**config.mk**
```make
export PLATFORM = sky130hd
export DESIGN_NAME = threshold_calc
export DESIGN_NICKNAME = d
export VERILOG_FILES = /design/src/rtl/threshold_calc.sv
export SDC_FILE = /design/constraint.sdc
export NUM_CORES = 1
export LEC_CHECK = 0
export BUFFER_PORTS_ARGS = -buffer_cell sky130_fd_sc_hd__buf_2
export CORE_MARGIN = 5
export CORE_UTILIZATION = 50
export DETAILED_ROUTE_END_ITERATION = 16
export PLACE_DENSITY_LB_ADDON = 0.08
export SLEW_MARGIN = 0
export SYNTH_ARGS = -nofsm -noshare
export SYNTH_HDL_FRONTEND = slang
export SYNTH_SLANG_ARGS = --single-unit
```
**constraint.sdc**
```tcl
create_clock -name clock -period 2.1 [get_ports clock]
set_input_delay 0.21 -clock clock [delete_from_list [all_inputs] [get_ports clock]]
set_output_delay 0.21 -clock clock [all_outputs]
set_load 0.02 [all_outputs]
```
**src/rtl/threshold_calc.sv**
```systemverilog
// Tiled local-mean threshold generator: streams each TxT image tile in, then writes its mean to every pixel of that tile.
// Optional build macro THRESHOLD_ROUND_EN selects round-half-up for the mean instead of truncation.
module threshold_calc #(
    parameter int WIDTH_BITS  = 7,
    parameter int HEIGHT_BITS = 7,
    parameter int TILE_BITS   = 3
) (
    input  logic                   clock,
    input  logic                   reset,
    output logic [WIDTH_BITS-1:0]  oImageCol,
    output logic [HEIGHT_BITS-1:0] oImageRow,
    input  logic [7:0]             iImageData,
    output logic [WIDTH_BITS-1:0]  oThresholdCol,
    output logic [HEIGHT_BITS-1:0] oThresholdRow,
    output logic [7:0]             oThresholdData,
    output logic                   oThresholdWren,
    output logic                   finished
);

    localparam int PIX_BITS = 2 * TILE_BITS;
    localparam int SUM_BITS = 8 + PIX_BITS;

    localparam logic [WIDTH_BITS-1:0]  COL_STEP   = WIDTH_BITS'(1) << TILE_BITS;
    localparam logic [HEIGHT_BITS-1:0] ROW_STEP   = HEIGHT_BITS'(1) << TILE_BITS;
    localparam logic [WIDTH_BITS-1:0]  COL_LAST   = {WIDTH_BITS{1'b1}} << TILE_BITS;
    localparam logic [HEIGHT_BITS-1:0] ROW_LAST   = {HEIGHT_BITS{1'b1}} << TILE_BITS;
    localparam logic [SUM_BITS-1:0]    ROUND_HALF = SUM_BITS'(1) << (PIX_BITS - 1);

    typedef enum logic [1:0] {
        ACCUM,
        LAST,
        FILL,
        DONE
    } state_t;

    state_t                 r_state;
    logic [PIX_BITS-1:0]    r_pix;
    logic [WIDTH_BITS-1:0]  r_col_base;
    logic [HEIGHT_BITS-1:0] r_row_base;
    logic [SUM_BITS-1:0]    r_sum;
    logic [7:0]             r_mean;
    logic                   r_wren;
    logic                   r_finished;

    logic [TILE_BITS-1:0]   w_pix_col;
    logic [TILE_BITS-1:0]   w_pix_row;
    logic [WIDTH_BITS-1:0]  w_col;
    logic [HEIGHT_BITS-1:0] w_row;
    logic [SUM_BITS-1:0]    w_sum_next;
    logic [7:0]             w_mean_next;
    logic                   w_last_pix;
    logic                   w_last_tile;

    // Tile bases keep their low TILE_BITS at zero, so OR-ing the in-tile offset forms the address.
    assign w_pix_col   = r_pix[TILE_BITS-1:0];
    assign w_pix_row   = r_pix[PIX_BITS-1:TILE_BITS];
    assign w_col       = r_col_base | WIDTH_BITS'(w_pix_col);
    assign w_row       = r_row_base | HEIGHT_BITS'(w_pix_row);
    assign w_sum_next  = r_sum + SUM_BITS'(iImageData);
    assign w_last_pix  = (r_pix == '1);
    assign w_last_tile = (r_col_base == COL_LAST) && (r_row_base == ROW_LAST);

`ifdef THRESHOLD_ROUND_EN
    assign w_mean_next = 8'((w_sum_next + ROUND_HALF) >> PIX_BITS);
`else
    assign w_mean_next = 8'(w_sum_next >> PIX_BITS);
`endif

    always_ff @(posedge clock) begin
        if (reset) begin
            r_state    <= ACCUM;
            r_pix      <= '0;
            r_col_base <= '0;
            r_row_base <= '0;
            r_sum      <= '0;
            r_mean     <= '0;
            r_wren     <= 1'b0;
            r_finished <= 1'b0;
        end else begin
            case (r_state)
                ACCUM: begin
                    // Data returned this cycle belongs to the previous address; pixel 0 restarts the sum.
                    if (r_pix == PIX_BITS'(1)) begin
                        r_sum <= SUM_BITS'(iImageData);
                    end else if (r_pix != '0) begin
                        r_sum <= w_sum_next;
                    end
                    if (w_last_pix) begin
                        r_pix   <= '0;
                        r_state <= LAST;
                    end else begin
                        r_pix <= r_pix + PIX_BITS'(1);
                    end
                end
                LAST: begin
                    r_sum   <= w_sum_next;
                    r_mean  <= w_mean_next;
                    r_wren  <= 1'b1;
                    r_state <= FILL;
                end
                FILL: begin
                    if (w_last_pix) begin
                        r_pix  <= '0;
                        r_wren <= 1'b0;
                        if (w_last_tile) begin
                            r_finished <= 1'b1;
                            r_state    <= DONE;
                        end else begin
                            r_state    <= ACCUM;
                            r_col_base <= r_col_base + COL_STEP;
                            if (r_col_base == COL_LAST) begin
                                r_row_base <= r_row_base + ROW_STEP;
                            end
                        end
                    end else begin
                        r_pix <= r_pix + PIX_BITS'(1);
                    end
                end
                DONE: begin
                    r_wren     <= 1'b0;
                    r_finished <= 1'b1;
                end
                default: begin
                    r_state <= ACCUM;
                end
            endcase
        end
    end

    assign oImageCol      = w_col;
    assign oImageRow      = w_row;
    assign oThresholdCol  = w_col;
    assign oThresholdRow  = w_row;
    assign oThresholdData = r_mean;
    assign oThresholdWren = r_wren;
    assign finished       = r_finished;

endmodule

```
**Word level (Yosys, flattened, before mapping)**

Index checks and enable logic that the tools add are counted.

- Flip-flop bits (word level): 46
- Input bits: 10
- Output and inout port bits: 38

- Reductions and logical operators: 14
- Add/sub/neg operators: 4
- Muxes and demuxes: 13
- Equality and inequality tests: 11
- Bitwise logic cells: 3

Operators with widths:

| cell | number |
|---|---|
| 2-to-1 mux 14 bit | 2 |
| case mux 14 bit (2 select lines) | 1 |
| adder 14 x 8 -> 14 bit | 1 |
| adder 7 x 4 -> 7 bit, second input constant | 2 |
| equality test 7 bit, second input constant | 2 |
| bitwise OR 7 x 3 -> 7 bit | 2 |
| AND reduction 3 bit | 3 |
| adder 6 x 1 -> 6 bit, second input constant | 1 |
| equality test 6 x 1 -> 1 bit, second input constant | 1 |
| equality test 6 bit, second input constant | 1 |
| 2-to-1 mux 2 bit | 3 |
| 2-to-1 mux 6 bit | 1 |
| inequality test 2 bit, second input constant | 3 |
| case mux 2 bit (3 select lines) | 1 |
| nonzero test 3 bit | 2 |
| nonzero test 6 bit | 1 |
| equality test 2 bit, second input constant | 2 |
| AND reduction 2 bit | 2 |
| AND reduction 4 bit | 1 |
| nonzero test 2 bit | 2 |
| 2-to-1 mux 1 bit | 3 |
| inequality test 3 bit, second input constant | 1 |
| case mux 1 bit (3 select lines) | 1 |
| equality test 2 x 1 -> 1 bit, second input constant | 1 |
| other kinds (5) | 5 |

**Logic depth before layout (Yosys ltp)**

Gate-level depths: netlist (run 1).

- Depth after elaboration: 5
- Mapped depth: 8
- Depth with buffers taken out: 8

**Worst setup path after synthesis (run 1)**

No wires, ideal clock.

- Path type: reg2reg
- Start point: register r_sum[0]
- End point: register r_mean[6] (netlist: oThresholdData[6])
- Required time: 1.973 ns
- Stages on the path, launching flop included: 9
- Data arrival time: 1.966 ns
- Path buffers: 0
- Path slack: 0.007 ns
- Library setup time: 0.127 ns
- Path through: dfxtp_1 ha_1 inv_1 fa_1 and2b_1 o2111ai_1 a211oi_1 nor4_1 or3_1

- Word-level cells in the longest chain between the ends: 1

RTL lines:

| element | RTL line | source |
|---|---|---|
| start, declared | 40 | `logic [SUM_BITS-1:0] r_sum;` |
| start signal, assigned | 84 | `r_sum <= SUM_BITS'(iImageData);` |
| start signal, assigned | 86 | `r_sum <= w_sum_next;` |
| start signal, assigned | 96 | `r_sum <= w_sum_next;` |
| adder 14 x 8 -> 14 bit | 59 | `assign w_sum_next = r_sum + SUM_BITS'(iImageData);` |
| end signal, assigned | 97 | `r_mean <= w_mean_next;` |
| end, declared | 41 | `logic [7:0] r_mean;` |

Every way passes these cells.
A chain may end at the register's enable or synchronous reset.

**Worst setup path in the final report (run 1)**

Same ends and word-level chain as after synthesis.

==> results.tsv, run 1 <==
stage	metric	value	unit
place	dp_hpwl	4.22	mm
yosys	ys_seq_area_share	31.2	%
setup_path	slowest_stage	fa_2	
setup_path	crit_type	flop to flop	
setup_path	reg2reg_depth	8	
clocking	clockBufferDepth	2	
place	dp_slack	-0.123	ns
status	status	complete, no violations	
pwr	combinationalPowerShare	27.1	%
sta	fmaxAchievable	0.478	GHz
sta	rsz0062_at_grt	yes	
setup_path	critical_path_required	2.28	ns
sta	finalClockSkew	0.00606	ns
die	die_h	81.7	microns
setup_path	endpoint	oThresholdData[6]$_SDFFE_PP0P_	
route	drt_iter0_drc	174	
setup_path	crit_start	r_sum[0]$_SDFFE_PP0P_	
final_layout	fillCellCount	476	
die	ios	48	
sta	drv_slew	0	
setup_path	crit_arrival	2.27	ns
grt	grt_use_total	19.0	%
setup_path	r2r-start	r_sum[0]$_SDFFE_PP0P_	
sta	tightest_slew	0.431	ns
place	gp_congestion	0.837	
grt	grt-ovfl-total	0	
pwr	p_per_area	689	nW/um^2
final_layout	area_growth	18.6	%
clocking	postCtsSetupBuffers	0	
yosys	synth.distinct_cells	52	
sta	max-slew-margin-rel	71.0	%
place	dp_cells	425	
grt	grt_max_degree	22	
route	detail_route.wl_per_cell	13.6	microns
yosys	synth_edf_count	0	
final_layout	diodes	0	
route	remaining_drc_errors	0	
yosys	syn_area_per_cell	8.00	sq um
clocking	cts_buffers	5	
sta	setup_slack	0.00768	ns
yosys	ys_seq_elements	40	
setup_path	regToRegSetupSlack	0.008	ns
pwr	power_frac_clock	32.9	%
sta	finalHoldViolations	0	
final_layout	fin_util	60.4	%
clocking	cts.clk_slew.worst_paths	0.08	ns
grt	first_global_vias	2117	
clocking	cts_hold_buffers	0	
sta	setup_viol	0	
die	die_area	6670	sq um
sta	min_period	2.09	ns
sta	whs	0.195	ns
die	initial_core_util	50.9	%
clocking	clkLatencyLatePin	0.29	ns
setup_path	cpPeakStageDelay	0.39	ns
final_layout	seq_area	802	sq um
setup_path	path_cells	ha_4, inv_2, fa_2, and2b_2, o2111ai_4, a211oi_2, nor4_1, or3_1	
final_layout	multi_input_area	1600	sq um
yosys	syn_inst	321	
pwr	switching_share	30.4	%
min_path	hp-class	primary input to flop	
yosys	synthFlopType	dfxtp_1	
pwr	leakagePower	1.27	nW
final_layout	nNetsFinal	390	
pwr	cell_internal_pwr	1.46	mW
final_layout	final_layout_size_suffix_gt1_share	26.2	%
route	vias	2383	
die	core-area	5040	sq um
job	maxCapViolCount	0	
setup_path	endpoint_kind	flop	
place	io_buffers	47	
route	vias_per_cell	5.50	
grt	grt_pass1_wl	9.97	mm
route	drt-pass1-iter-count	5	
yosys	async_flop_share	0	%
pwr	vdd_drop_max	396	uV
die	rows	26	
pwr	pwr-share-seq	40.0	%
final_layout	final_cell_count_no_fill	433	
clocking	root_buffer	clkbuf_8	
route	antenna_left	0	
clocking	cts_tree	yes	
die	die_w	81.7	microns
setup_path	path_max_fanout	3	
clocking	cts_sinks	40	
route	drt_wl_total	5.87	mm
pwr	power.net_switching	639	uW
yosys	ys.warnings.count	0	
clocking	htree_levels	2	
setup_path	rr_endpoint	oThresholdData[6]$_SDFFE_PP0P_	
sta	fin_crit_sh	99.6	%
grt	antenna_found_initial	0	
setup_path	critPathLaunchType	flop	
yosys	syn_nets	349	
yosys	synthesis.area	2570	sq um
## metrics by stage
step                      setup TNS (ns)  instance area [sq um]  total power [mW]
after floorplan                        0                   2570              1.23
after global placement           -0.0828                   2850              1.36
after detailed placement          -0.156                   2850              1.37
after CTS                              0                   3000              2.09
after global routing              -0.269                   3050              2.24
final                                  0                   3050              2.10
## registers in the layout, summed over array words and instances, names as in the netlist
name            flops
finished            1
r_row_base          4
r_state             2
r_pix               6
oThresholdData      8
r_col_base          4
oThresholdWren      1
r_sum              14
## logic make-up (layout without fill, tap and decap cells)
family	count (synthesis)	in the layout	share of synthesized area (%)
AOI/OAI and AO/OA	81	81	20.3
xor gates and xnor gates	14	14	4.77
adders and majority gates	18	18	9.06
buffers and inverters	46	88	9.35
DFF	40	40	31.2
muxes	1	1	0.390
and+or+nand+nor	121	121	24.9
## placed cells by master, fill, tap and decap left out, drive strengths merged, types with 9 or more instances in the layout
master,instances
buf,66
dfxtp,40
nor2,32
nand2,21
a21oi,21
ha,17
nand3,16
inv,14
o21ai,14
nor3,12
a211oi,12
or3,9
a31oi,9
## timing repair
action	4_1_cts	5_1_grt
resized for setup	7	10
endpoints found under the setup margin	4	10
pin swaps	1	8
## power by group through the flow
stage	logic, mW	clock network [mW]	registers (mW)
floorplan	0.380	0	0.854
global placement	0.512	0	0.853
detailed placement	0.517	0	0.854
CTS	0.537	0.722	0.836
global route	0.639	0.752	0.844
finish	0.569	0.692	0.839
## worst min-delay path by stage
stage	slack, ns	from	to	depth (start not counted)
CTS	0.19	iImageData[3]	r_sum[3]$_SDFFE_PP0P_	3
global placement	0.45	oThresholdData[0]$_SDFFE_PP0P_	oThresholdData[0]$_SDFFE_PP0P_	2
floorplan	0.37	iImageData[0]	r_sum[0]$_SDFFE_PP0P_	2
global route	0.21	iImageData[3]	r_sum[3]$_SDFFE_PP0P_	3
detailed placement	0.48	oThresholdData[5]$_SDFFE_PP0P_	oThresholdData[5]$_SDFFE_PP0P_	2
finish	0.20	iImageData[3]	r_sum[3]$_SDFFE_PP0P_	3
## cells in the mapped netlist, drive strengths merged, types with 2 or more instances
cell    count  area (sq um)
dfxtp      40           801
nor2       32           120
a21oi      21           105
buf        21           145
nand2      21          78.8
ha         17           213
nand3      16          90.1
inv        14          52.6
o21ai      14          70.1
a211oi     12          90.1
nor3       12          70.1
clkbuf     11          42.5
a31oi       9          56.3
or3         9          56.3
a21o        8          60.1
xnor2       8          70.1
nand2b      7          43.8
xor2        6          52.6
nand4       4          25.0
nor4        4          31.3
a311oi      3          26.3
o21a        3          22.5
or4         3          22.5
nor2b       2          12.5
o211ai      2          15.0
o22ai       2          12.5
o311ai      2          17.5
or3b        2          17.5
or4b        2          20.0
## layer usage
metal  share of wire, %  wire, microns  global-route usage (%)  up-vias
li1                   -              -                       -     1219
met1                 48           2850                    26.1     1109
met2                 46           2680                    30.3       51
met3                5.2            306                    3.40        4
met4               0.65             38                    5.48        0
met5                  0              0                       0        -
## worst max-delay path, delay by kind of cell (launching register included)
family	cells	cell delay, ns
AOI/OAI and AO/OA	2	0.43
adders and majority gates	2	0.52
buffers and inverters	1	0.04
DFF	1	0.35
and+or+nand+nor	3	0.63
## layout make-up
class | count | share of cell area, %
clock buffers | 7 | 3.16
clock inverters | 1 | 0.986
inverters | 14 | 1.72
multi-input cells | 235 | 52.5
flip-flops and latches | 40 | 26.3
well taps | 70 | 2.87
repair buffers | 66 | 12.4
No activity file was read; power rests on OpenSTA's default activity.
==> run 2: changes to the inputs <==
--- a/config.mk
+++ b/config.mk
@@ -5,11 +5,12 @@
 export SDC_FILE = /design/constraint.sdc
 export NUM_CORES = 1
 export LEC_CHECK = 0
+export ABC_AREA = 1
 export BUFFER_PORTS_ARGS = -buffer_cell sky130_fd_sc_hd__buf_2
 export CORE_MARGIN = 5
 export CORE_UTILIZATION = 50
 export DETAILED_ROUTE_END_ITERATION = 16
-export PLACE_DENSITY_LB_ADDON = 0.08
+export PLACE_DENSITY = 0.74
 export SLEW_MARGIN = 0
 export SYNTH_ARGS = -nofsm -noshare
 export SYNTH_HDL_FRONTEND = slang
==> constraint.sdc (replaced) <==
create_clock -name clock -period 2.1 [get_ports clock]
set_input_delay 0.315 -clock clock [delete_from_list [all_inputs] [get_ports clock]]
set_output_delay 0.315 -clock clock [all_outputs]
set_load 0.02 [all_outputs]
==> run 2 against run 1 <==
  * Global-route usage shrank 1.7 points
  * Via count rose by 1.9%
  * Routed wire length is 5.8% lower
  * First-iteration DRC count is 40% lower
  * Largest cell class unchanged
  * Synthesized cell count grew 18%
  * Cell count increased by 12%
  * Clock skew rose by 0.0060 ns
==> results.tsv, run 2 <==
stage	metric	value	unit
sta	max-slew-margin-rel	69.9	%
place	gp_congestion	0.883	
pwr	p_per_area	692	nW/um^2
final_layout	fillCellCount	511	
yosys	synth.most_common_cell	nand2_1	
setup_path	reg2reg_depth	11	
die	die_w	81.9	microns
final_layout	mostFrequentLayoutCell	nand2_1	
final_layout	diodes	0	
clocking	cts_sinks	40	
yosys	syn_area_per_cell	6.80	sq um
die	die_area	6700	sq um
setup_path	critical_path_required	2.32	ns
setup_path	rr_endpoint	r_sum[8]$_SDFFE_PP0P_	
setup_path	crit_arrival	2.17	ns
status	status	complete, no violations	
final_layout	nNetsFinal	444	
min_path	whs_path_depth	3	
die	die_h	81.9	microns
route	vias	2429	
sta	fmaxAchievable	0.513	GHz
die	ios	48	
sta	finalClockSkew	0.0120	ns
final_layout	area_growth	12.5	%
die	rows	26	
route	detail_route.wl_per_cell	11.4	microns
min_path	whs_endpoint	r_sum[2]$_SDFFE_PP0P_	
yosys	synthesis.area	2580	sq um
pwr	total_power	2.01	mW
yosys	synth.distinct_cells	35	
grt	grt.busiest_layer	met2	
grt	grt_pass1_wl	9.23	mm
yosys	synthFlopType	dfxtp_1	
grt	grt-ovfl-total	0	
setup_path	crit_type	flop to flop	
place	io_buffers	47	
route	vias_per_cell	4.99	
pwr	leakagePower	1.48	nW
die	initial_core_util	50.9	%
clocking	cts_hold_buffers	0	
grt	grt_use_total	17.3	%
grt	met2_usage	28.8	%
yosys	ys_seq_area_share	31.0	%
setup_path	path_max_fanout	5	
route	remaining_drc_errors	0	
yosys	synth_common_cells	nand2_1, inv_1, dfxtp_1, nor2_1, a21oi_1	
sta	tightest_slew	0.450	ns
sta	drv_slew	0	
yosys	syn_nets	408	
yosys	ys.warnings.count	0	
grt	first_global_vias	2122	
clocking	htree_levels	2	
clocking	root_buffer	clkbuf_8	
route	drt-pass1-iter-count	4	
route	drt_wl_total	5.54	mm
setup_path	r2r-start	r_sum[0]$_SDFFE_PP0P_	
grt	met3_usage	4.06	%
yosys	syn_inst	380	
final_layout	largest_register_ffs	14	
yosys	synth_edf_count	0	
grt	grt_use_met1	22.3	%
clocking	clockBufferDepth	2	
setup_path	endpoint_kind	flop	
die	core-area	5070	sq um
setup_path	regToRegSetupSlack	0.15	ns
clocking	ctsResizeCount	0	
pwr	vdd_drop_max	439	uV
yosys	yosys.area.top_type	dfxtp_1	
final_layout	final_layout_size_suffix_gt1_share	18.2	%
sta	fin_tns_setup	0	ns
place	dp_hpwl	4.20	mm
min_path	holdCritStartpoint	iImageData[2]	
sta	finalHoldViolations	0	
grt	antenna_found_initial	0	
yosys	synthTopCellsByArea	dfxtp_1, nand2_1, ha_1	
yosys	ys_seq_elements	40	
route	drt_iter0_drc	105	
yosys	synth_top_area_share	31.0	%
route	antenna_left	0	
setup_path	critPathLaunchType	flop	
sta	fin_crit_sh	92.7	%
yosys	async_flop_share	0	%
sta	setup_viol	0	
clocking	cts.clk_slew.worst_paths	0.08	ns
clocking	clkLatencyLatePin	0.29	ns
sta	min_period	1.95	ns
sta	rsz0062_at_grt	no	
min_path	hp-class	primary input to flop	
final_layout	layout_common_cells	nand2_1, inv_1, buf_2, dfxtp_1, nor2_1	
grt	grt_max_degree	26	
clocking	cts_buffers	5	
clocking	postCtsSetupBuffers	0	
job	maxCapViolCount	0	
final_layout	regMostFlops	r_sum	
clocking	cts_tree	yes	
[run 2: how the worst max path moves through the flow]
stage                                     start                             end  cells past startpoint
after floorplan                   iImageData[0]  oThresholdData[6]$_SDFFE_PP0P_                     13
after global placement            iImageData[0]  oThresholdData[6]$_SDFFE_PP0P_                     14
after detailed placement          iImageData[0]  oThresholdData[6]$_SDFFE_PP0P_                     14
after CTS                 r_sum[0]$_SDFFE_PP0P_  oThresholdData[6]$_SDFFE_PP0P_                     13
after global routing      r_sum[0]$_SDFFE_PP0P_  oThresholdData[6]$_SDFFE_PP0P_                     13
final                     r_sum[0]$_SDFFE_PP0P_           r_sum[8]$_SDFFE_PP0P_                     11
[run 2: per-stage QoR]
stage	hold slack, ns	utilization [%]	instance area, sq um	instances	setup WS, ns
6_report	0.314	57.2	2910	487	0.153
5_1_grt	0.336	57.2	2910	487	0.00726
4_1_cts	0.304	57.2	2910	487	0.169
3_5_place_dp	0.440	54.9	2780	479	0.117
3_3_place_gp	0.436	54.9	2780	479	0.190
2_1_floorplan	0.447	-	2580	380	0.378
[run 2: where the power goes]
| group | total, mW | switching, mW | internal, mW | leakage (nW) |
|---|---|---|---|---|
| Clock | 0.666 | 0.277 | 0.389 | 0.0614 |
| Combinational | 0.507 | 0.321 | 0.186 | 1.10 |
| Sequential | 0.837 | 0.0345 | 0.802 | 0.325 |
| Total | 2.01 | 0.633 | 1.38 | 1.48 |
[run 2: kinds of logic (layout without fill, tap and decap cells)]
family / after synthesis / count (layout) / synth area share (%)
AO/OA/AOI/OAI: 60 / 60 / 13.7
buffers and inverters: 83 / 120 / 14.7
adder cells (fa/ha/maj): 18 / 18 / 9.01
AND/OR/NAND/NOR: 172 / 172 / 29.2
flip-flops: 40 / 40 / 31.0
XOR/XNOR: 7 / 7 / 2.37
[run 2: worst max-delay path: stages, from the launching register on]
cell and delay (ns):
dfxtp_1 0.35, ha_1 0.19, inv_1 0.06, fa_1 0.38, inv_1 0.08, nand3_1 0.09, nand2_1 0.13, nand2_1 0.08
nand2_2 0.11, xor2_1 0.21, nand2_1 0.07, a21oi_1 0.12
[run 2: routing by layer]
metal / share of wire, % / vias to the layer above
li1: - / 1269
met1: 46 / 1108
met2: 48 / 46
met3: 4.0 / 6
met4: 1.2 / 0
met5: 0 / -
[run 2: layout make-up]
| cell class | instances | area [sq um] | share of cell area, % |
|---|---|---|---|
| tap | 70 | 87.6 | 3.01 |
| sequential | 40 | 801 | 27.6 |
| timing repair buffer | 51 | 265 | 9.13 |
| multi-input combinational | 257 | 1400 | 48.2 |
| clock inverter | 2 | 38.8 | 1.34 |
| inverter | 61 | 229 | 7.88 |
| clock buffer | 6 | 82.6 | 2.84 |
